--- config.mk ---
export PLATFORM = sky130hd
export DESIGN_NAME = rotator_apply
export DESIGN_NICKNAME = d
export VERILOG_FILES = /design/src/rtl/rotator_apply.sv
export SDC_FILE = /design/constraint.sdc
export NUM_CORES = 2
export LEC_CHECK = 0
export ABC_AREA = 1
export BUFFER_PORTS_ARGS = -buffer_cell sky130_fd_sc_hd__buf_2
export CAP_MARGIN = 20
export CORE_MARGIN = 4
export CORE_UTILIZATION = 30
export CTS_CLUSTER_SIZE = 25
export DETAILED_ROUTE_END_ITERATION = 12
export HOLD_SLACK_MARGIN = 0.1
export PLACE_DENSITY = 0.54
export SLEW_MARGIN = 20
export SYNTH_ARGS = -nofsm -noshare
export SYNTH_HDL_FRONTEND = slang
export SYNTH_SLANG_ARGS = --single-unit
--- constraint.sdc ---
create_clock -name clk -period 12 [get_ports clk]
set_input_delay 0.6 -clock clk [delete_from_list [all_inputs] [get_ports clk]]
set_output_delay 0.6 -clock clk [all_outputs]
set_load 0.03 [all_outputs]
--- src/rtl/rotator_apply.sv ---
// Consumer side of the Rotator16 twiddle interface: buffers frame samples and
// multiplies each one by the twiddle presented during a triger-initiated run.
module rotator_apply #(
  parameter int unsigned DW    = 18,
  parameter int unsigned RW    = 18,
  parameter int unsigned N     = 16,
  parameter int unsigned DEPTH = 16
) (
  input  logic          clk,
  input  logic          rst,
  input  logic          din_valid,
  input  logic [DW-1:0] din_real,
  input  logic [DW-1:0] din_img,
  input  logic          triger,
  input  logic [RW-1:0] rotator_real,
  input  logic [RW-1:0] rotator_img,
  output logic          dout_valid,
  output logic          dout_start,
  output logic [DW-1:0] dout_real,
  output logic [DW-1:0] dout_img,
  output logic          err_ovf,
  output logic          err_udf,
  output logic          err_trig
);

  localparam int unsigned AW   = $clog2(DEPTH);
  localparam int unsigned CW   = AW + 1;
  localparam int unsigned NW   = (N > 1) ? $clog2(N) : 1;
  localparam int unsigned PW   = DW + RW;
  localparam int unsigned SW   = PW + 1;
  localparam int unsigned FRAC = 16;
  localparam int unsigned TW   = SW - FRAC;
  localparam int          RND     = 1 <<< (FRAC - 1);
  localparam int          SAT_MAX = (1 <<< (DW - 1)) - 1;
  localparam int          SAT_MIN = -(1 <<< (DW - 1));

  typedef enum logic {IDLE = 1'b0, RUN = 1'b1} state_e;

  state_e          state_q, state_d;
  logic [NW-1:0]   run_cnt_q, run_cnt_d;
  logic            run_cyc_c, run_start_c, trig_err_c;

  logic [DW-1:0]   mem_re_q [DEPTH];
  logic [DW-1:0]   mem_im_q [DEPTH];
  logic [AW-1:0]   wr_ptr_q, wr_ptr_d, rd_ptr_q, rd_ptr_d;
  logic [CW-1:0]   cnt_q, cnt_d;
  logic            empty_c, full_c, pop_c, wr_c;
  logic            need_start_q, need_start_d;

  logic                 s1_valid_q, s1_valid_d, s1_start_q, s1_start_d;
  logic signed [DW-1:0] s1_a_q, s1_a_d, s1_b_q, s1_b_d;
  logic signed [RW-1:0] s1_c_q, s1_c_d, s1_d_q, s1_d_d;
  logic                 s2_valid_q, s2_valid_d, s2_start_q, s2_start_d;
  logic signed [SW-1:0] s2_re_q, s2_re_d, s2_im_q, s2_im_d;
  logic signed [PW-1:0] p_ac, p_bd, p_ad, p_bc;

  logic          dout_valid_q, dout_valid_d, dout_start_q, dout_start_d;
  logic [DW-1:0] dout_real_q, dout_real_d, dout_img_q, dout_img_d;
  logic          err_ovf_q, err_ovf_d, err_udf_q, err_udf_d, err_trig_q, err_trig_d;

  // Round half up at the Q1.16 point, then clamp to the output range.
  function automatic logic [DW-1:0] round_sat(input logic signed [SW-1:0] v);
    logic signed [SW-1:0] r;
    logic signed [TW-1:0] t;
    r = v + SW'(RND);
    t = r[SW-1:FRAC];
    if (t > TW'(SAT_MAX))      round_sat = DW'(SAT_MAX);
    else if (t < TW'(SAT_MIN)) round_sat = DW'(SAT_MIN);
    else                       round_sat = DW'(t);
  endfunction

  // Run FSM: state register
  always_ff @(posedge clk) begin
    if (!rst) begin
      state_q   <= IDLE;
      run_cnt_q <= '0;
    end else begin
      state_q   <= state_d;
      run_cnt_q <= run_cnt_d;
    end
  end

  // Run FSM: next state; the triger cycle itself is run cycle 0
  always_comb begin
    state_d   = state_q;
    run_cnt_d = run_cnt_q;
    case (state_q)
      IDLE: begin
        if (triger) begin
          state_d   = RUN;
          run_cnt_d = NW'(1);
        end
      end
      default: begin
        if (run_cnt_q == NW'(N - 1)) begin
          state_d   = IDLE;
          run_cnt_d = '0;
        end else begin
          run_cnt_d = run_cnt_q + NW'(1);
        end
      end
    endcase
  end

  // Run FSM: outputs
  always_comb begin
    run_cyc_c   = (state_q == RUN) || triger;
    run_start_c = (state_q == IDLE) && triger;
    trig_err_c  = (state_q == RUN) && triger;
  end

  assign empty_c = (cnt_q == '0);
  assign full_c  = (cnt_q == CW'(DEPTH));
  assign pop_c   = run_cyc_c && !empty_c;
  assign wr_c    = din_valid && (!full_c || pop_c);

  always_comb begin
    p_ac = PW'(s1_a_q) * PW'(s1_c_q);
    p_bd = PW'(s1_b_q) * PW'(s1_d_q);
    p_ad = PW'(s1_a_q) * PW'(s1_d_q);
    p_bc = PW'(s1_b_q) * PW'(s1_c_q);
  end

  // FIFO bookkeeping, multiplier pipeline and sticky error flags
  always_comb begin
    wr_ptr_d     = wr_ptr_q;
    rd_ptr_d     = rd_ptr_q;
    cnt_d        = cnt_q;
    need_start_d = need_start_q;
    s1_valid_d   = pop_c;
    s1_start_d   = pop_c && (run_start_c || need_start_q);
    s1_a_d       = s1_a_q;
    s1_b_d       = s1_b_q;
    s1_c_d       = s1_c_q;
    s1_d_d       = s1_d_q;
    s2_valid_d   = s1_valid_q;
    s2_start_d   = s1_valid_q && s1_start_q;
    s2_re_d      = SW'(p_ac) - SW'(p_bd);
    s2_im_d      = SW'(p_ad) + SW'(p_bc);
    dout_valid_d = s2_valid_q;
    dout_start_d = s2_valid_q && s2_start_q;
    dout_real_d  = dout_real_q;
    dout_img_d   = dout_img_q;
    err_ovf_d    = err_ovf_q || (din_valid && full_c && !pop_c);
    err_udf_d    = err_udf_q || (run_cyc_c && empty_c);
    err_trig_d   = err_trig_q || trig_err_c;

    if (wr_c)  wr_ptr_d = wr_ptr_q + AW'(1);
    if (pop_c) rd_ptr_d = rd_ptr_q + AW'(1);
    case ({wr_c, pop_c})
      2'b10:   cnt_d = cnt_q + CW'(1);
      2'b01:   cnt_d = cnt_q - CW'(1);
      default: cnt_d = cnt_q;
    endcase

    // dout_start follows the first product actually issued in a run
    if (run_start_c) need_start_d = 1'b1;
    if (pop_c)       need_start_d = 1'b0;

    if (pop_c) begin
      s1_a_d = mem_re_q[rd_ptr_q];
      s1_b_d = mem_im_q[rd_ptr_q];
      s1_c_d = rotator_real;
      s1_d_d = rotator_img;
    end

    if (s2_valid_q) begin
      dout_real_d = round_sat(s2_re_q);
      dout_img_d  = round_sat(s2_im_q);
    end
  end

  always_ff @(posedge clk) begin
    if (wr_c) begin
      mem_re_q[wr_ptr_q] <= din_real;
      mem_im_q[wr_ptr_q] <= din_img;
    end
  end

  always_ff @(posedge clk) begin
    if (!rst) begin
      wr_ptr_q     <= '0;
      rd_ptr_q     <= '0;
      cnt_q        <= '0;
      need_start_q <= 1'b0;
      s1_valid_q   <= 1'b0;
      s1_start_q   <= 1'b0;
      s1_a_q       <= '0;
      s1_b_q       <= '0;
      s1_c_q       <= '0;
      s1_d_q       <= '0;
      s2_valid_q   <= 1'b0;
      s2_start_q   <= 1'b0;
      s2_re_q      <= '0;
      s2_im_q      <= '0;
      dout_valid_q <= 1'b0;
      dout_start_q <= 1'b0;
      dout_real_q  <= '0;
      dout_img_q   <= '0;
      err_ovf_q    <= 1'b0;
      err_udf_q    <= 1'b0;
      err_trig_q   <= 1'b0;
    end else begin
      wr_ptr_q     <= wr_ptr_d;
      rd_ptr_q     <= rd_ptr_d;
      cnt_q        <= cnt_d;
      need_start_q <= need_start_d;
      s1_valid_q   <= s1_valid_d;
      s1_start_q   <= s1_start_d;
      s1_a_q       <= s1_a_d;
      s1_b_q       <= s1_b_d;
      s1_c_q       <= s1_c_d;
      s1_d_q       <= s1_d_d;
      s2_valid_q   <= s2_valid_d;
      s2_start_q   <= s2_start_d;
      s2_re_q      <= s2_re_d;
      s2_im_q      <= s2_im_d;
      dout_valid_q <= dout_valid_d;
      dout_start_q <= dout_start_d;
      dout_real_q  <= dout_real_d;
      dout_img_q   <= dout_img_d;
      err_ovf_q    <= err_ovf_d;
      err_udf_q    <= err_udf_d;
      err_trig_q   <= err_trig_d;
    end
  end

  assign dout_valid = dout_valid_q;
  assign dout_start = dout_start_q;
  assign dout_real  = dout_real_q;
  assign dout_img   = dout_img_q;
  assign err_ovf    = err_ovf_q;
  assign err_udf    = err_udf_q;
  assign err_trig   = err_trig_q;

endmodule
Word level (Yosys, flattened, before mapping)
Memories as Yosys holds them, arrays and structs flattened. A register that Yosys moved wholly into a read port is not among the register bits.
Cells that the tools add are included.
{"block": "totals", "ram_bits": 576, "word_cells": 84, "out_inout_bits": 41, "n_memories": 2, "input_bits": 76, "ff_bits": 174}
{"block": "classes", "n_addsub": 9, "magnitude_cmp": 4, "n_mul": 4, "n_reduce_logical": 25, "bitwise": 2, "n_eq_ne": 4, "mux": 13}
{"memory": "mem_im_q", "words": 16, "word_bits": 18, "read_ports": 1, "rd_clocked_by_memory_dff": 1, "wr": 1, "line_no": "44", "source": "logic [DW-1:0] mem_im_q [DEPTH];"}
{"memory": "mem_re_q", "words": 16, "word_bits": 18, "read_ports": 1, "rd_clocked_by_memory_dff": 1, "wr": 1, "line_no": "43", "source": "logic [DW-1:0] mem_re_q [DEPTH];"}
{"operator": "18-bit by 18-bit multiplier with 36-bit output", "n": 4}
{"operator": "37-bit by 17-bit adder with 37-bit output, second input constant", "n": 2}
{"operator": "18-bit 2-to-1 mux", "n": 4}
{"operator": "21-bit by 18-bit > comparator with 1-bit output, second input constant", "n": 2}
{"operator": "21-bit by 18-bit < comparator with 1-bit output, second input constant", "n": 2}
{"operator": "36-bit by 36-bit adder with 37-bit output", "n": 1}
{"operator": "36-bit by 36-bit subtractor with 37-bit output", "n": 1}
{"operator": "4-bit by 1-bit adder with 4-bit output, second input constant", "n": 3}
{"operator": "4-bit 2-to-1 mux", "n": 3}
{"operator": "1-bit logical AND", "n": 10}
{"operator": "5-bit case mux with 2 select lines", "n": 1}
{"operator": "1-bit logical OR", "n": 6}
{"operator": "5-bit by 1-bit adder with 5-bit output, second input constant", "n": 1}
{"operator": "5-bit equality test, second input constant", "n": 1}
{"operator": "1-bit logical NOT", "n": 5}
{"operator": "5-bit logical NOT", "n": 1}
{"operator": "1-bit 2-to-1 mux", "n": 5}
{"operator": "5-bit by 1-bit subtractor with 5-bit output, second input constant", "n": 1}
{"operator": "4-bit equality test, second input constant", "n": 1}
{"operator": "2-bit nonzero test", "n": 2}
{"operator": "2-bit by 1-bit equality test with 1-bit output, second input constant", "n": 1}
{"operator": "2-bit equality test, second input constant", "n": 1}
{"operator": "1-bit inverter", "n": 2}
{"operator": "2-bit OR reduction", "n": 1}

Logic depth before layout (Yosys ltp)
{"block": "logic_depth", "word_depth": 7, "depth_mapped": 33, "ltp_nobuf": 31}

Least setup slack after synthesis
OpenSTA, ideal clock, no wires.
{"block": "synth_path", "path_kind": "register to register", "startpoint": "register s1_b_q[17] (read register of mem_im_q)", "endpoint": "register s2_re_q[34]", "setup_ns": 0.115, "path_stages_with_launch": 26, "n_path_buf": 2, "t_arrival_ns": 6.771, "path_slack_ns": 5.114, "synth_period_minus_slack_ns": 6.886, "path_cell_list": "dfxtp_1 -> clkbuf_1 -> buf_1 -> nand2_1 -> inv_1 -> fa_1 -> fa_1 -> fa_1 -> inv_1 -> fa_1 -> fa_1 -> fa_1 -> fa_1 -> inv_1 -> fa_1 -> inv_1 -> ha_1 -> nand2_1 -> nor2_1 -> inv_1 -> nor4_1 -> nand2_1 -> nand2_1 -> nand2_1 -> a21oi_1 -> nor2_1"}
{"block": "synth_via", "elab_chain_len": 2}
{"element": "start, declared", "line_no": "51", "source": "logic signed [DW-1:0] s1_a_q, s1_a_d, s1_b_q, s1_b_d;"}
{"element": "18-bit by 18-bit multiplier with 36-bit output", "line_no": "119", "source": "p_bd = PW'(s1_b_q) * PW'(s1_d_q);"}
{"element": "36-bit by 36-bit subtractor with 37-bit output", "line_no": "138", "source": "s2_re_d = SW'(p_ac) - SW'(p_bd);"}
{"element": "end signal, assigned", "line_no": "216", "source": "s2_re_q <= s2_re_d;"}
{"element": "end, declared", "line_no": "54", "source": "logic signed [SW-1:0] s2_re_q, s2_re_d, s2_im_q, s2_im_d;"}
No other way between the ends.
A chain may end at the register's enable or synchronous reset.

Final worst setup path
{"block": "layout_path", "startpoint": "register s1_b_q[17] (read register of mem_im_q)", "endpoint": "register s2_im_q[30]"}
{"block": "layout_via", "elab_chain_len": 2}
{"element": "18-bit by 18-bit multiplier with 36-bit output", "line_no": "121", "source": "p_bc = PW'(s1_b_q) * PW'(s1_c_q);"}
{"element": "36-bit by 36-bit adder with 37-bit output", "line_no": "139", "source": "s2_im_d = SW'(p_ad) + SW'(p_bc);"}
{"element": "end signal, assigned", "line_no": "217", "source": "s2_im_q <= s2_im_d;"}
{"element": "end, declared", "line_no": "54"}
No other way between the ends.

==> flow_metrics.py <==
metrics = {
    "logic_synthesis": {
        "synth_most_common_cell": "inv_1",
        "ys_ff_latch": 756,
        "synth_sequential_area_ratio_pct": 26.1,
        "ys.flop_type": "edfxtp_1",
        "ys_warn_count": 0,
        "syn_area_per_cell_sq_um": 9.12,
        "synthArstFlopShare_pct": 0,
        "synthTopCellsByCount": "2,250 x inv_1, 1,780 x nand2_1, 1,469 x fa_1, 615 x nor2_1, 576 x edfxtp_1",
        "yosysTopAreaCellShare_pct": 36.7,
        "synthTopCellsByArea": "fa_1 37%, edfxtp_1 22%, inv_1 11%",
        "synth_area_sq_um": 80200,
        "synth_edf_count": 576,
        "synth.distinct_cells": 53,
        "synth_nets": 10700,
        "synth_top_cell_by_area": "fa_1",
        "synth_cells": 8792,
    },
    "job": {
        "drv_cap": 0,
    },
    "placement": {
        "dp_hpwl_microns": 182000,
        "gp_congestion": 0.925,
        "port_buffers": 116,
    },
    "timing": {
        "min_period_ns": 8.68,
        "setup_tns_ns": 0,
        "final_max_slew_viol_count": 0,
        "min_period_over_period_pct": 72.3,
        "worst_pin_slew_ns": 1.21,
        "setup_viol": 0,
        "fin_skew_ns": 0.0636,
        "slew_headroom_pct": 19.4,
        "hold_violations": 0,
        "rsz0062_at_grt": "no",
        "fmax_mhz": 115,
    },
    "critical_path": {
        "crit_buf_inv": 2,
        "path_max_fanout": 21,
        "cp-end-kind": "register",
        "crit_path_start_kind": "register",
        "crit_type": "register to register",
        "critPathTopFamily": "adder cells",
        "cp.required_ns": 12.62,
        "slowest_delay_ns": 1.23,
        "cp.arrival_ns": 9.29,
        "crit_chain": "nand2_1 -> fa_1 -> fa_1 -> fa_1 -> fa_1 -> fa_1 -> fa_1 -> fa_1 -> fa_1 -> inv_1 -> ha_1 -> nand2_1 -> nor2_1 -> inv_1 -> nor4_1 -> o21ai_0 -> nand3_1 -> nand2_1 -> nor2_1",
        "crit_slowest_cell": "fa_1",
        "crit_top_cell": "fa_1",
    },
    "global_routing": {
        "antenna_found_initial": 21,
        "grt_max_degree": 167,
        "grt_pass1_vias": 63200,
        "grt_pass1_wl_microns": 392000,
        "grt_overflow": 0,
        "grt_usage_pct": 18.6,
    },
    "clocking": {
        "cts-root-buf": "clkbuf_16",
        "cts_made_buffers": 82,
        "cts_resized": 0,
        "insertion_delay_ns": 0.72,
        "cts_tree": "done",
        "clockBufferDepth": 3,
        "path_clk_slew_ns": 0.07,
        "cts.sinks": 756,
        "hold_buffers": 23,
        "post_cts_buffers": 0,
        "htree_levels": 3,
    },
    "die": {
        "start_util_pct": 30.2,
        "dieWidth_microns": 525,
        "die_h_microns": 525,
        "core_sq_um": 266000,
        "io_pins": 117,
        "row_count": 189,
        "die_area_sq_um": 276000,
    },
    "worst_hold_path": {
        "hold_class": "input pin to register",
    },
    "drt": {
        "drt_iter0_drc": 4216,
        "via_count": 58100,
        "viasPerCell": 4.73,
        "wl_per_cell_microns": 20.7,
        "postRouteAntennaNets": 0,
        "wl_microns": 255000,
        "firstDrtPassIters": 6,
        "drc": 0,
    },
    "status": {
        "status": "finished clean",
    },
    "final_layout": {
        "fin_nets": 10600,
        "area_growth_pct": 9.06,
        "drive_gt1_share_pct": 5.15,
    },
}
## per-layer routing
layer	track usage, %	wire [microns]	share of wire [%]	vias up
met5	0	131	0.051	-
met4	8.47	13600	5.3	20
met3	2.65	15900	6.2	514
met2	32.3	125000	49	1997
met1	22.8	101000	40	29700
li1	-	-	-	25900
## sequential cells by signal, indices dropped and copies added, names as in the netlist, 18 cells and up
register	flops
s1_c_q	18
s1_d_q	18
mem_im_q	288
dout_img	18
s1_b_q	18
dout_real	18
s1_a_q	18
mem_re_q	288
s2_im_q	22
s2_re_q	22
## final timing paths
kind                                               from                 endpoint  slack, ns  depth (start not counted)
worst max-delay path            s1_b_q[17]$_SDFFE_PN0P_   s2_im_q[30]$_SDFF_PN0_       3.32                         19
worst min-delay path                   rotator_real[16]  s1_c_q[16]$_SDFFE_PN0P_       0.13                          3
worst max register to register  s1_b_q[17]$_SDFFE_PN0P_   s2_im_q[30]$_SDFF_PN0_       3.32                         19
worst min register to register    s1_valid_q$_SDFF_PN0_  dout_valid_d$_SDFF_PN0_       0.41                          2
## kinds of logic (layout without fill, tap and decap cells)
| logic type | after synthesis | in the layout | share of synthesized area, % |
|---|---|---|---|
| simple gates | 2612 | 2612 | 12.8 |
| compound gates | 859 | 859 | 5.93 |
| flops | 756 | 756 | 26.1 |
| buf+inv | 2703 | 2667 | 12.7 |
| fa+ha+maj | 1797 | 1797 | 41.8 |
| other cells | 0 | 8 | 0 |
| xor+xnor | 65 | 65 | 0.719 |
## cell type report
cell class | instances | area, sq um
diodes | 8 | 20.0
clock buffers | 106 | 2180
clock inverters | 47 | 457
fillers | 27400 | 178000
inverters | 2257 | 8480
multi-input cells | 5333 | 49200
flip-flops and latches | 756 | 21000
well taps | 3533 | 4420
repair buffers | 257 | 1730
## through the flow
stage / hold WS, ns / cells / area (sq um) / worst slack (ns) / util, %
3_5_place_dp: 0.427 / 12100 / 84500 / 3.54 / 31.8
4_1_cts: 0.111 / 12300 / 87400 / 3.48 / 32.9
5_1_grt: 0.127 / 12300 / 87400 / 3.14 / 32.9
2_1_floorplan: 0.394 / 8792 / 80200 / 5.11 / -
6_report: 0.128 / 12300 / 87500 / 3.32 / 32.9
3_3_place_gp: 0.428 / 12100 / 84500 / 3.60 / 31.8
## layout by cell type, fill, tap and decap left out, types with 5 or more instances in the layout
| master | count |
|---|---|
| a31oi_1 | 5 |
| edfxtp_1 | 576 |
| nor3_1 | 21 |
| dfxtp_2 | 40 |
| o221ai_1 | 40 |
| xnor2_1 | 31 |
| clkbuf_1 | 20 |
| clkinv_1 | 18 |
| o21bai_1 | 6 |
| buf_4 | 117 |
| nand2_2 | 8 |
| nand2_1 | 1778 |
| nor2_1 | 598 |
| xor2_1 | 33 |
| dlygate4sd3_1 | 23 |
| nand3_1 | 138 |
| nor4_1 | 8 |
| inv_1 | 2249 |
| a21o_1 | 10 |
| a21boi_0 | 5 |
| o21ai_0 | 475 |
| inv_6 | 6 |
| o22ai_1 | 131 |
| clkinv_2 | 9 |
| clkbuf_16 | 82 |
| o21ai_1 | 11 |
| o21a_1 | 10 |
| a21oi_1 | 153 |
| diode_2 | 8 |
| nor2_2 | 5 |
| ha_1 | 328 |
| or2_2 | 5 |
| nor2_4 | 20 |
| fa_1 | 1469 |
| nand4_1 | 17 |
| buf_2 | 115 |
| dfxtp_1 | 137 |
## worst register-to-register path: cells and delay by family (launching register included)
kind / cells / cell delay (ns)
buffers and inverters: 2 / 0.20
AND/OR/NAND/NOR: 7 / 1.57
flip-flops: 1 / 1.02
adder cells (fa/ha/maj): 9 / 5.47
AO/OA/AOI/OAI: 1 / 0.33
Power is not shown: default switching activity piles up to over one toggle a cycle in this logic, so the estimate is an artifact.
